### src/rtl/seg7_scan_driver_if.sv
// Display-driver bus: user-side value/decimal-point load plus the
// scanned segment, decimal point and digit-enable outputs.
interface seg7_scan_driver_if #(
  parameter int DIGITS = 4
);
  logic [4*DIGITS-1:0] value;
  logic [DIGITS-1:0]   dp_in;
  logic                load;
  logic [6:0]          seg;
  logic                dp;
  logic [DIGITS-1:0]   an;
  logic                busy;
  logic                frame_done;

  modport master (
    output value, dp_in, load,
    input  seg, dp, an, busy, frame_done
  );

  modport slave (
    input  value, dp_in, load,
    output seg, dp, an, busy, frame_done
  );
endinterface

### src/rtl/seg7_scan_driver.sv
// Time-multiplexed hex driver for a DIGITS-wide seven-segment display.
// Define SEG7_LZB_EN to blank leading zero digits.
module seg7_scan_driver #(
  parameter int DIGITS    = 4,
  parameter int CLK_DIV   = 50000,
  parameter int INVERT    = 1,
  parameter int AN_INVERT = 1
) (
  input  logic                 clk,
  input  logic                 rst,
  seg7_scan_driver_if.slave    disp_io
);
  localparam int CW = (CLK_DIV > 1) ? $clog2(CLK_DIV) : 1;
  localparam int IW = (DIGITS > 1) ? $clog2(DIGITS) : 1;
  localparam int VW = 4 * DIGITS;
  localparam logic [CW-1:0]     CNT_MAX = CW'(CLK_DIV - 1);
  localparam logic [IW-1:0]     IDX_MAX = IW'(DIGITS - 1);
  localparam logic [6:0]        SEG_OFF = (INVERT != 0) ? 7'h7F : 7'h00;
  localparam logic              DP_OFF  = (INVERT != 0);
  localparam logic [DIGITS-1:0] AN_OFF  = (AN_INVERT != 0) ? {DIGITS{1'b1}} : {DIGITS{1'b0}};

  logic [CW-1:0]     cnt_q, cnt_d;
  logic [IW-1:0]     idx_q, idx_d;
  logic [VW-1:0]     pend_val_q, pend_val_d;
  logic [DIGITS-1:0] pend_dp_q, pend_dp_d;
  logic [VW-1:0]     disp_val_q, disp_val_d;
  logic [DIGITS-1:0] disp_dp_q, disp_dp_d;
  logic              busy_q, busy_d;
  logic              fdone_q, fdone_d;
  logic [6:0]        seg_q, seg_d;
  logic              dp_q, dp_d;
  logic [DIGITS-1:0] an_q, an_d;

  logic              tick, commit;
  logic [3:0]        nib;
  logic              lit_dp, sel_blank;
  logic [DIGITS-1:0] onehot, blank;
  logic [6:0]        raw;
`ifdef SEG7_LZB_EN
  logic              zero_above;
`endif

  // Glyphs in active-low form (bit 6 = g ... bit 0 = a).
  function automatic logic [6:0] glyph(input logic [3:0] n);
    logic [6:0] g;
    g = 7'h7F;
    case (n)
      4'h0: g = 7'b1000000;
      4'h1: g = 7'b1111001;
      4'h2: g = 7'b0100100;
      4'h3: g = 7'b0110000;
      4'h4: g = 7'b0011001;
      4'h5: g = 7'b0010010;
      4'h6: g = 7'b0000010;
      4'h7: g = 7'b1111000;
      4'h8: g = 7'b0000000;
      4'h9: g = 7'b0010000;
      4'hA: g = 7'b0001000;
      4'hB: g = 7'b0000011;
      4'hC: g = 7'b1000110;
      4'hD: g = 7'b0100001;
      4'hE: g = 7'b0000110;
      4'hF: g = 7'b0001110;
      default: g = 7'h7F;
    endcase
    return g;
  endfunction

  // The display register only moves at frame wrap, so a frame never mixes values.
  always_comb begin
    tick       = (cnt_q == CNT_MAX);
    commit     = tick && (idx_q == IDX_MAX);
    cnt_d      = tick ? '0 : cnt_q + 1'b1;
    idx_d      = idx_q;
    pend_val_d = pend_val_q;
    pend_dp_d  = pend_dp_q;
    disp_val_d = disp_val_q;
    disp_dp_d  = disp_dp_q;
    busy_d     = busy_q;
    if (tick) begin
      idx_d = (idx_q == IDX_MAX) ? '0 : idx_q + 1'b1;
    end
    if (disp_io.load) begin
      pend_val_d = disp_io.value;
      pend_dp_d  = disp_io.dp_in;
      busy_d     = 1'b1;
    end
    if (commit) begin
      disp_val_d = disp_io.load ? disp_io.value : pend_val_q;
      disp_dp_d  = disp_io.load ? disp_io.dp_in : pend_dp_q;
      busy_d     = 1'b0;
    end
    fdone_d = commit;
  end

  always_comb begin
    nib       = 4'h0;
    lit_dp    = 1'b0;
    sel_blank = 1'b0;
    onehot    = '0;
    blank     = '0;
`ifdef SEG7_LZB_EN
    zero_above = 1'b1;
    for (int i = DIGITS - 1; i > 0; i--) begin
      zero_above = zero_above && (disp_val_q[4*i +: 4] == 4'h0);
      blank[i]   = zero_above;
    end
`endif
    for (int i = 0; i < DIGITS; i++) begin
      if (idx_q == IW'(i)) begin
        nib       = disp_val_q[4*i +: 4];
        lit_dp    = disp_dp_q[i];
        sel_blank = blank[i];
        onehot[i] = 1'b1;
      end
    end
    raw  = sel_blank ? 7'h7F : glyph(nib);
    seg_d = (INVERT != 0) ? raw : ~raw;
    dp_d  = (INVERT != 0) ? ~lit_dp : lit_dp;
    an_d  = (AN_INVERT != 0) ? ~onehot : onehot;
  end

  always_ff @(posedge clk or posedge rst) begin
    if (rst) begin
      cnt_q      <= '0;
      idx_q      <= '0;
      pend_val_q <= '0;
      pend_dp_q  <= '0;
      disp_val_q <= '0;
      disp_dp_q  <= '0;
      busy_q     <= 1'b0;
      fdone_q    <= 1'b0;
      seg_q      <= SEG_OFF;
      dp_q       <= DP_OFF;
      an_q       <= AN_OFF;
    end else begin
      cnt_q      <= cnt_d;
      idx_q      <= idx_d;
      pend_val_q <= pend_val_d;
      pend_dp_q  <= pend_dp_d;
      disp_val_q <= disp_val_d;
      disp_dp_q  <= disp_dp_d;
      busy_q     <= busy_d;
      fdone_q    <= fdone_d;
      seg_q      <= seg_d;
      dp_q       <= dp_d;
      an_q       <= an_d;
    end
  end

  assign disp_io.seg        = seg_q;
  assign disp_io.dp         = dp_q;
  assign disp_io.an         = an_q;
  assign disp_io.busy       = busy_q;
  assign disp_io.frame_done = fdone_q;
endmodule

### src/flat_wrapper.sv
// flat-port wrapper written by rule: the top's interface ports become plain ports
module seg7_scan_driver_flat 
#(
  parameter int DIGITS    = 4,
  parameter int CLK_DIV   = 50000,
  parameter int INVERT    = 1,
  parameter int AN_INVERT = 1
)
  (clk, rst, disp_io_value, disp_io_dp_in, disp_io_load, disp_io_seg, disp_io_dp, disp_io_an, disp_io_busy, disp_io_frame_done);
  seg7_scan_driver_if #(.DIGITS(DIGITS)) disp_io_i ();
  input  logic clk;
  input  logic rst;
  input wire logic [$bits(disp_io_i.value)-1:0] disp_io_value;
  input wire logic [$bits(disp_io_i.dp_in)-1:0] disp_io_dp_in;
  input wire logic [$bits(disp_io_i.load)-1:0] disp_io_load;
  output wire logic [$bits(disp_io_i.seg)-1:0] disp_io_seg;
  output wire logic [$bits(disp_io_i.dp)-1:0] disp_io_dp;
  output wire logic [$bits(disp_io_i.an)-1:0] disp_io_an;
  output wire logic [$bits(disp_io_i.busy)-1:0] disp_io_busy;
  output wire logic [$bits(disp_io_i.frame_done)-1:0] disp_io_frame_done;
  assign disp_io_i.value = disp_io_value;
  assign disp_io_i.dp_in = disp_io_dp_in;
  assign disp_io_i.load = disp_io_load;
  assign disp_io_seg = disp_io_i.seg;
  assign disp_io_dp = disp_io_i.dp;
  assign disp_io_an = disp_io_i.an;
  assign disp_io_busy = disp_io_i.busy;
  assign disp_io_frame_done = disp_io_i.frame_done;
  seg7_scan_driver #(.DIGITS(DIGITS), .CLK_DIV(CLK_DIV), .INVERT(INVERT), .AN_INVERT(AN_INVERT)) u_core (.clk(clk), .rst(rst), .disp_io(disp_io_i));
endmodule
### config.mk
export PLATFORM = sky130hd
export DESIGN_NAME = seg7_scan_driver_flat
export DESIGN_NICKNAME = d
export VERILOG_FILES = /design/src/rtl/seg7_scan_driver_if.sv /design/src/rtl/seg7_scan_driver.sv /design/src/flat_wrapper.sv
export SDC_FILE = /design/constraint.sdc
export NUM_CORES = 1
export LEC_CHECK = 0
export ABC_AREA = 0
export CELL_PAD_IN_SITES_DETAIL_PLACEMENT = 1
export CELL_PAD_IN_SITES_GLOBAL_PLACEMENT = 2
export CORE_ASPECT_RATIO = 1.5
export CORE_MARGIN = 2
export CORE_UTILIZATION = 39
export CTS_CLUSTER_SIZE = 8
export DETAILED_ROUTE_END_ITERATION = 10
export DONT_BUFFER_PORTS = 1
export PLACE_DENSITY = 0.72
export SLEW_MARGIN = 20
export SYNTH_ARGS = -nofsm -noshare
export SYNTH_HDL_FRONTEND = slang
export SYNTH_SLANG_ARGS = --single-unit
### constraint.sdc
create_clock -name clk -period 2.2 [get_ports clk]
set_clock_uncertainty 0.05 [all_clocks]
set_input_delay 0.55 -clock clk [delete_from_list [all_inputs] [get_ports clk]]
set_output_delay 0.55 -clock clk [all_outputs]
set_load 0.01 [all_outputs]
* Word-level counts from Yosys, hierarchy flattened
Memories as Yosys holds them, arrays and structs flattened. A register that Yosys moved wholly into a read port is not among the register bits. Cells that the tools add are included.
Word-level totals: register bits after elaboration 65, ROM bits 112, bits of input ports 23, output and inout port bits 14, word-level logic and storage cells 40, memories kept 1
Memory list:
- (no name shown) | words 16, width 7, rd ports 1, clocked after Yosys merged registers in 1, wr ports 0, RTL line seg7_scan_driver.sv:47 | case (n)
Cells by class: add/sub/neg operators 2, equal/unequal tests 4, mux-type cells 18, bitwise logic cells 2, reduce and logical (&&, ||, !) cells 3
Operator list (number):
- $mux 16 | 2
- $mux 4 | 5
- $add 16x1->16 const B | 1
- $eq 16x16->1 const B | 1
- $mux 1 | 10
- $eq 2x2->1 const B | 2
- $not 4->4 | 1
- $add 2x1->2 const B | 1
- $eq 2x1->1 const B | 1
- $logic_not 2->1 | 1
- $mux 2 | 1
- $reduce_bool 2->1 | 1
- $logic_and 1x1->1 | 1
- $not 1->1 | 1

* Longest topological paths before layout
Gate-level depths: netlist of run 1.
word-level depth 6, depth in mapped cells 10

* Least setup slack after synthesis of run 1
Ideal clock, no wire load.
path kind reg-to-reg, start register u_core.idx_q[1], end register u_core.seg_q[3] (netlist: u_core.disp_io.seg[3]), setup time 75 ps, arrival 1999 ps, required time 2075 ps, setup slack 76 ps, cell stages (with the launch flop) 11, buffers on the path 1, cells stage by stage dfrtp_1 -> inv_1 -> ha_1 -> clkbuf_1 -> a211oi_1 -> a211o_1 -> inv_1 -> ha_1 -> inv_1 -> mux2_2 -> mux2i_1
On the way: longest elaborated chain between the ends 5, elaborated cells between the ends (all ways) 8, those cells by class eq/ne (3); mux (4); reduce/logical (1)
RTL lines:
- start, declared | RTL line seg7_scan_driver.sv:23 | logic [IW-1:0] idx_q, idx_d;
- start signal, assigned | RTL line seg7_scan_driver.sv:138 | idx_q <= idx_d;
- $logic_not 2->1 | RTL line seg7_scan_driver.sv:110 | if (idx_q == IW'(i)) begin
- $mux 4 (3 in a row) | RTL line seg7_scan_driver.sv:110
- $mux 4 * | RTL line seg7_scan_driver.sv:110
- end, declared | RTL line seg7_scan_driver.sv:30 | logic [6:0] seg_q, seg_d;
Mark *: on every way between the ends. The rest lies on a longest branch, timed or not. A chain may end at the register's enable or synchronous reset.

* Worst setup path in the final report of run 1
Same ends and word-level chain as after synthesis.

==> summary.md, run 1 <==
| Metric | Value |
|---|---|
| Status | `finished clean` |
| Mapped Cells | `249` |
| Max stage delay on crit path | `410 ps` |
| Setup slack, reg-to-reg | `110 ps` |
| Fmax | `0.4790 GHz` |
| CP Data Arrival Time | `2300 ps` |
| Worst-Margin Slew | `527.0 ps` |
| Die area | `9224 sq um` |
| Cell area after synthesis | `3298 sq um` |
| Clock-pin slew on the worst setup and hold paths | `60 ps` |
| Final Max Slew Viols | `0` |
| Crit Reg-Reg Endpoint | `u_core.disp_io.seg[3]` |
| CP max FO | `9` |
| Post-route minimum period | `2088 ps` |
| Core Footprint | `8310 sq um` |
| Root Buffer | `clkbuf_16` |
| Layout Nets | `300` |
| Synth Area in Compound Gates | `5.766%` |
| Main combinational cell family by area after synthesis | `multiplexers` |
| Synth Area in Simple Gates | `10.74%` |
| Port bufs | `0` |
| Warnings, synthesis | `0` |
| GR Util All Layers | `15.61%` |
| Post-Place Worst Slack | `17.79 ps` |
| Crit end category | `flip-flop` |
| Relative slew slack | `64.79%` |
| EDFF count, synth | `0` |
| Post-Synth Adder-Cell Area | `4.173%` |
| Worst min path class | `input pin to async pin` |
| Cells along the critical path | `buf_4, ha_4, nor3b_1, a211o_1, ha_1, mux2_2, mux2i_1` |
| CP max stage cell | `dfrtp_1` |
| Grt ovf | `0` |
| Post-Syn Nets | `283` |
| Top post-synthesis cells by area | `dfrtp_1 (46%), dfstp_2 (9.6%), mux2_2 (8.5%)` |
| Vias | `1938` |
| Fin crit share | `94.89%` |
| RSZ-0062 raised after global routing | `no` |
| CTS HTree Levels | `3` |
| Synth top area share | `45.52%` |
| Drt first pass iters | `2` |
| Residual DRC | `0` |
| Clock buffer depth | `2` |
| Fin. Hold Viols | `0` |
| Critical Path RT | `2410 ps` |
| Starting Density | `39.69%` |
| Leakage power | `1.745 nW` |
| XOR/XNOR Fraction of Synth Area | `2.921%` |
| Setup TNS | `0 ps` |
| Largest net degree at the start of global routing | `51` |
| First-pass GRT wire length | `10630 um` |
| Post-route setup slack | `112.5 ps` |
| Inserted Diodes | `0` |
| Setup CP Type | `flip-flop to flip-flop` |
| Antenna violations before repair | `0` |
| Avg Vias per Cell | `5.127` |
| Die height | `116.6 um` |
| Worst R2R Start | `u_core.idx_q[1]` |
| Vias in the first global route | `2095` |
| Sequential fraction of the synthesis area | `55.08%` |
| Number of synthesized register bits | `72` |
| Area grow syn2layout | `17.64%` |
| Hold Buf Count CTS | `0` |
| Top FF cell, synth | `dfrtp_1` |
| Setup violators final | `0` |
| Yosys top cell by area | `dfrtp_1` |
| Total wire length | `6554 um` |
| R2R cell count | `7` |
| Avg Cell Area, Syn | `13.25 sq um` |
| Clk Latency, worst-skew pair | `340 ps` |
| Post-synthesis mux area share | `17.94%` |
| Wire per inst | `17.34 um` |
| DP HPWL | `4584 um` |
| VDD IR max | `0.3758 mV` |
| Row count | `41` |
| Layout cells sized above 1 | `37.27%` |
| Final ANT Viol Nets | `0` |
| Placer's final routability congestion estimate | `0.7361` |
| Crit start category | `flip-flop` |
| Power Density | `796.1 nW/um^2` |
| DRT iter0 DRCs | `83` |
| Count of cell types in the netlist | `43` |
| Max Cap Viol | `0` |
| CTS Buf Count | `9` |
| Die Width | `79.09 um` |
| FFs w/ async S/R, synth | `100.0%` |
| Io pins | `37` |
| Clock Sinks | `72` |
| CTS tree | `yes` |
[flip-flops by register name (all words and copies together) (netlist names)]
signal and cells:
u_core.pend_val_q 16, u_core.disp_dp_q 4, u_core.disp_io.busy 1, u_core.cnt_q 16, u_core.disp_val_q 16, u_core.disp_io.frame_done 1
u_core.disp_io.dp 1, u_core.disp_io.an 4, u_core.idx_q 2, u_core.pend_dp_q 4, u_core.disp_io.seg 7
[cell type report]
type,count,area [sq um]
clock inverter,4,51.30
tap,107,133.9
fill,872,4431
clock buffer,12,256.5
timing repair buffer,16,145.1
inverter,15,60.06
sequential,72,1818
multi-input combinational,152,1415
[worst max-delay path: cells and delay by family (launching register included)]
kind / cells / cell delay [ps]
mux: 2 / 390
compound gates: 1 / 370
fa+ha+maj: 2 / 510
simple gates: 1 / 140
flops: 1 / 410
buf+inv: 1 / 150
[layout by cell type, fill, tap and decap left out, types with 5 or more instances in the layout]
cell type  netlist  final
nor2_1           8      8
a211oi_1         7      7
o21ai_0          5      5
nand2_1          8      8
inv_1           15     11
nand3b_1         5      5
nor2b_1          6      6
dfrtp_1         60     59
nor3b_1          7      6
buf_4            0     14
xnor2_1          7      7
dfstp_2         12     12
mux2_4          18     18
clkbuf_16        0      9
nand3_1          6      6
ha_1            11      7
mux2_2          25     25
[logic make-up (layout without fill, tap and decap cells)]
kind of cell	count (synthesis)	count (layout)
AO/OA/AOI/OAI	27	27
AND/OR/NAND/NOR	56	56
adder cells (fa/ha/maj)	11	11
flip-flops	72	72
multiplexers	47	47
buffers and inverters	25	47
XOR/XNOR	11	11
[metal layers]
layer	up-vias	wire (um)	global-route usage, %
met5	-	0	0
met4	0	176	9.655
met3	13	137	3.168
met2	22	3758	29.49
met1	996	2482	15.36
li1	907	-	-
[power by group]
part	internal, W	switching [W]	total, W
Sequential	0.00140	0.0000332	0.00144
Clock	0.000941	0.000537	0.00148
Combinational	0.0000927	0.0000814	0.000174
[timing repair]
action,CTS,global route
pin swaps,0,1
resized for setup,1,11
setup buffers,0,2
endpoints found under the setup margin,1,6
[worst max-delay path by stage]
stage,start,endpoint,slack [ps],cells after the start
3_5_place_dp,u_core.idx_q[1],u_core.disp_io.seg[3],20,9
4_1_cts,u_core.idx_q[0],u_core.disp_io.seg[3],10,9
5_1_grt,u_core.idx_q[1],u_core.disp_io.seg[3],7,9
3_3_place_gp,u_core.idx_q[1],u_core.disp_io.seg[3],110,9
6_report,u_core.idx_q[1],u_core.disp_io.seg[3],110,7
2_1_floorplan,u_core.idx_q[1],u_core.disp_io.seg[3],80,10
[synthesized netlist by cell type (2+ instances only)]
cell type  count
a211o_1        2
a211oi_1       7
a21oi_1        4
and4_1         2
buf_2          2
buf_6          2
clkbuf_1       6
dfrtp_1       60
dfstp_2       12
ha_1          11
inv_1         15
mux2_2        25
mux2_4        18
mux2i_1        4
nand2_1        8
nand3_1        6
nand3b_1       5
nor2_1         8
nor2b_1        6
nor3_1         2
nor3b_1        7
o21ai_0        5
o2bb2ai_1      2
or4_1          2
xnor2_1        7
xor2_1         4
[per-stage QoR]
| step | utilization [%] | cells | hold WS [ps] | area, sq um | power (W) |
|---|---|---|---|---|---|
| 2_1_floorplan | - | 249 | 335.0 | 3302 | 0.001589 |
| 3_3_place_gp | 42.25 | 360 | 379.8 | 3511 | 0.001631 |
| 3_5_place_dp | 42.25 | 360 | 385.5 | 3511 | 0.001637 |
| 4_1_cts | 45.98 | 376 | 72.54 | 3821 | 0.003153 |
| 5_1_grt | 46.69 | 378 | 96.82 | 3880 | 0.003219 |
| 6_report | 46.69 | 378 | 70.98 | 3880 | 0.003089 |
(Power assumes the default switching activity.)
==> run 2: changes to the inputs <==
- CAP_MARGIN: default -> 20
==> results of run 2 <==
No change in the layout: final DEF, timing and power equal those of run 1.
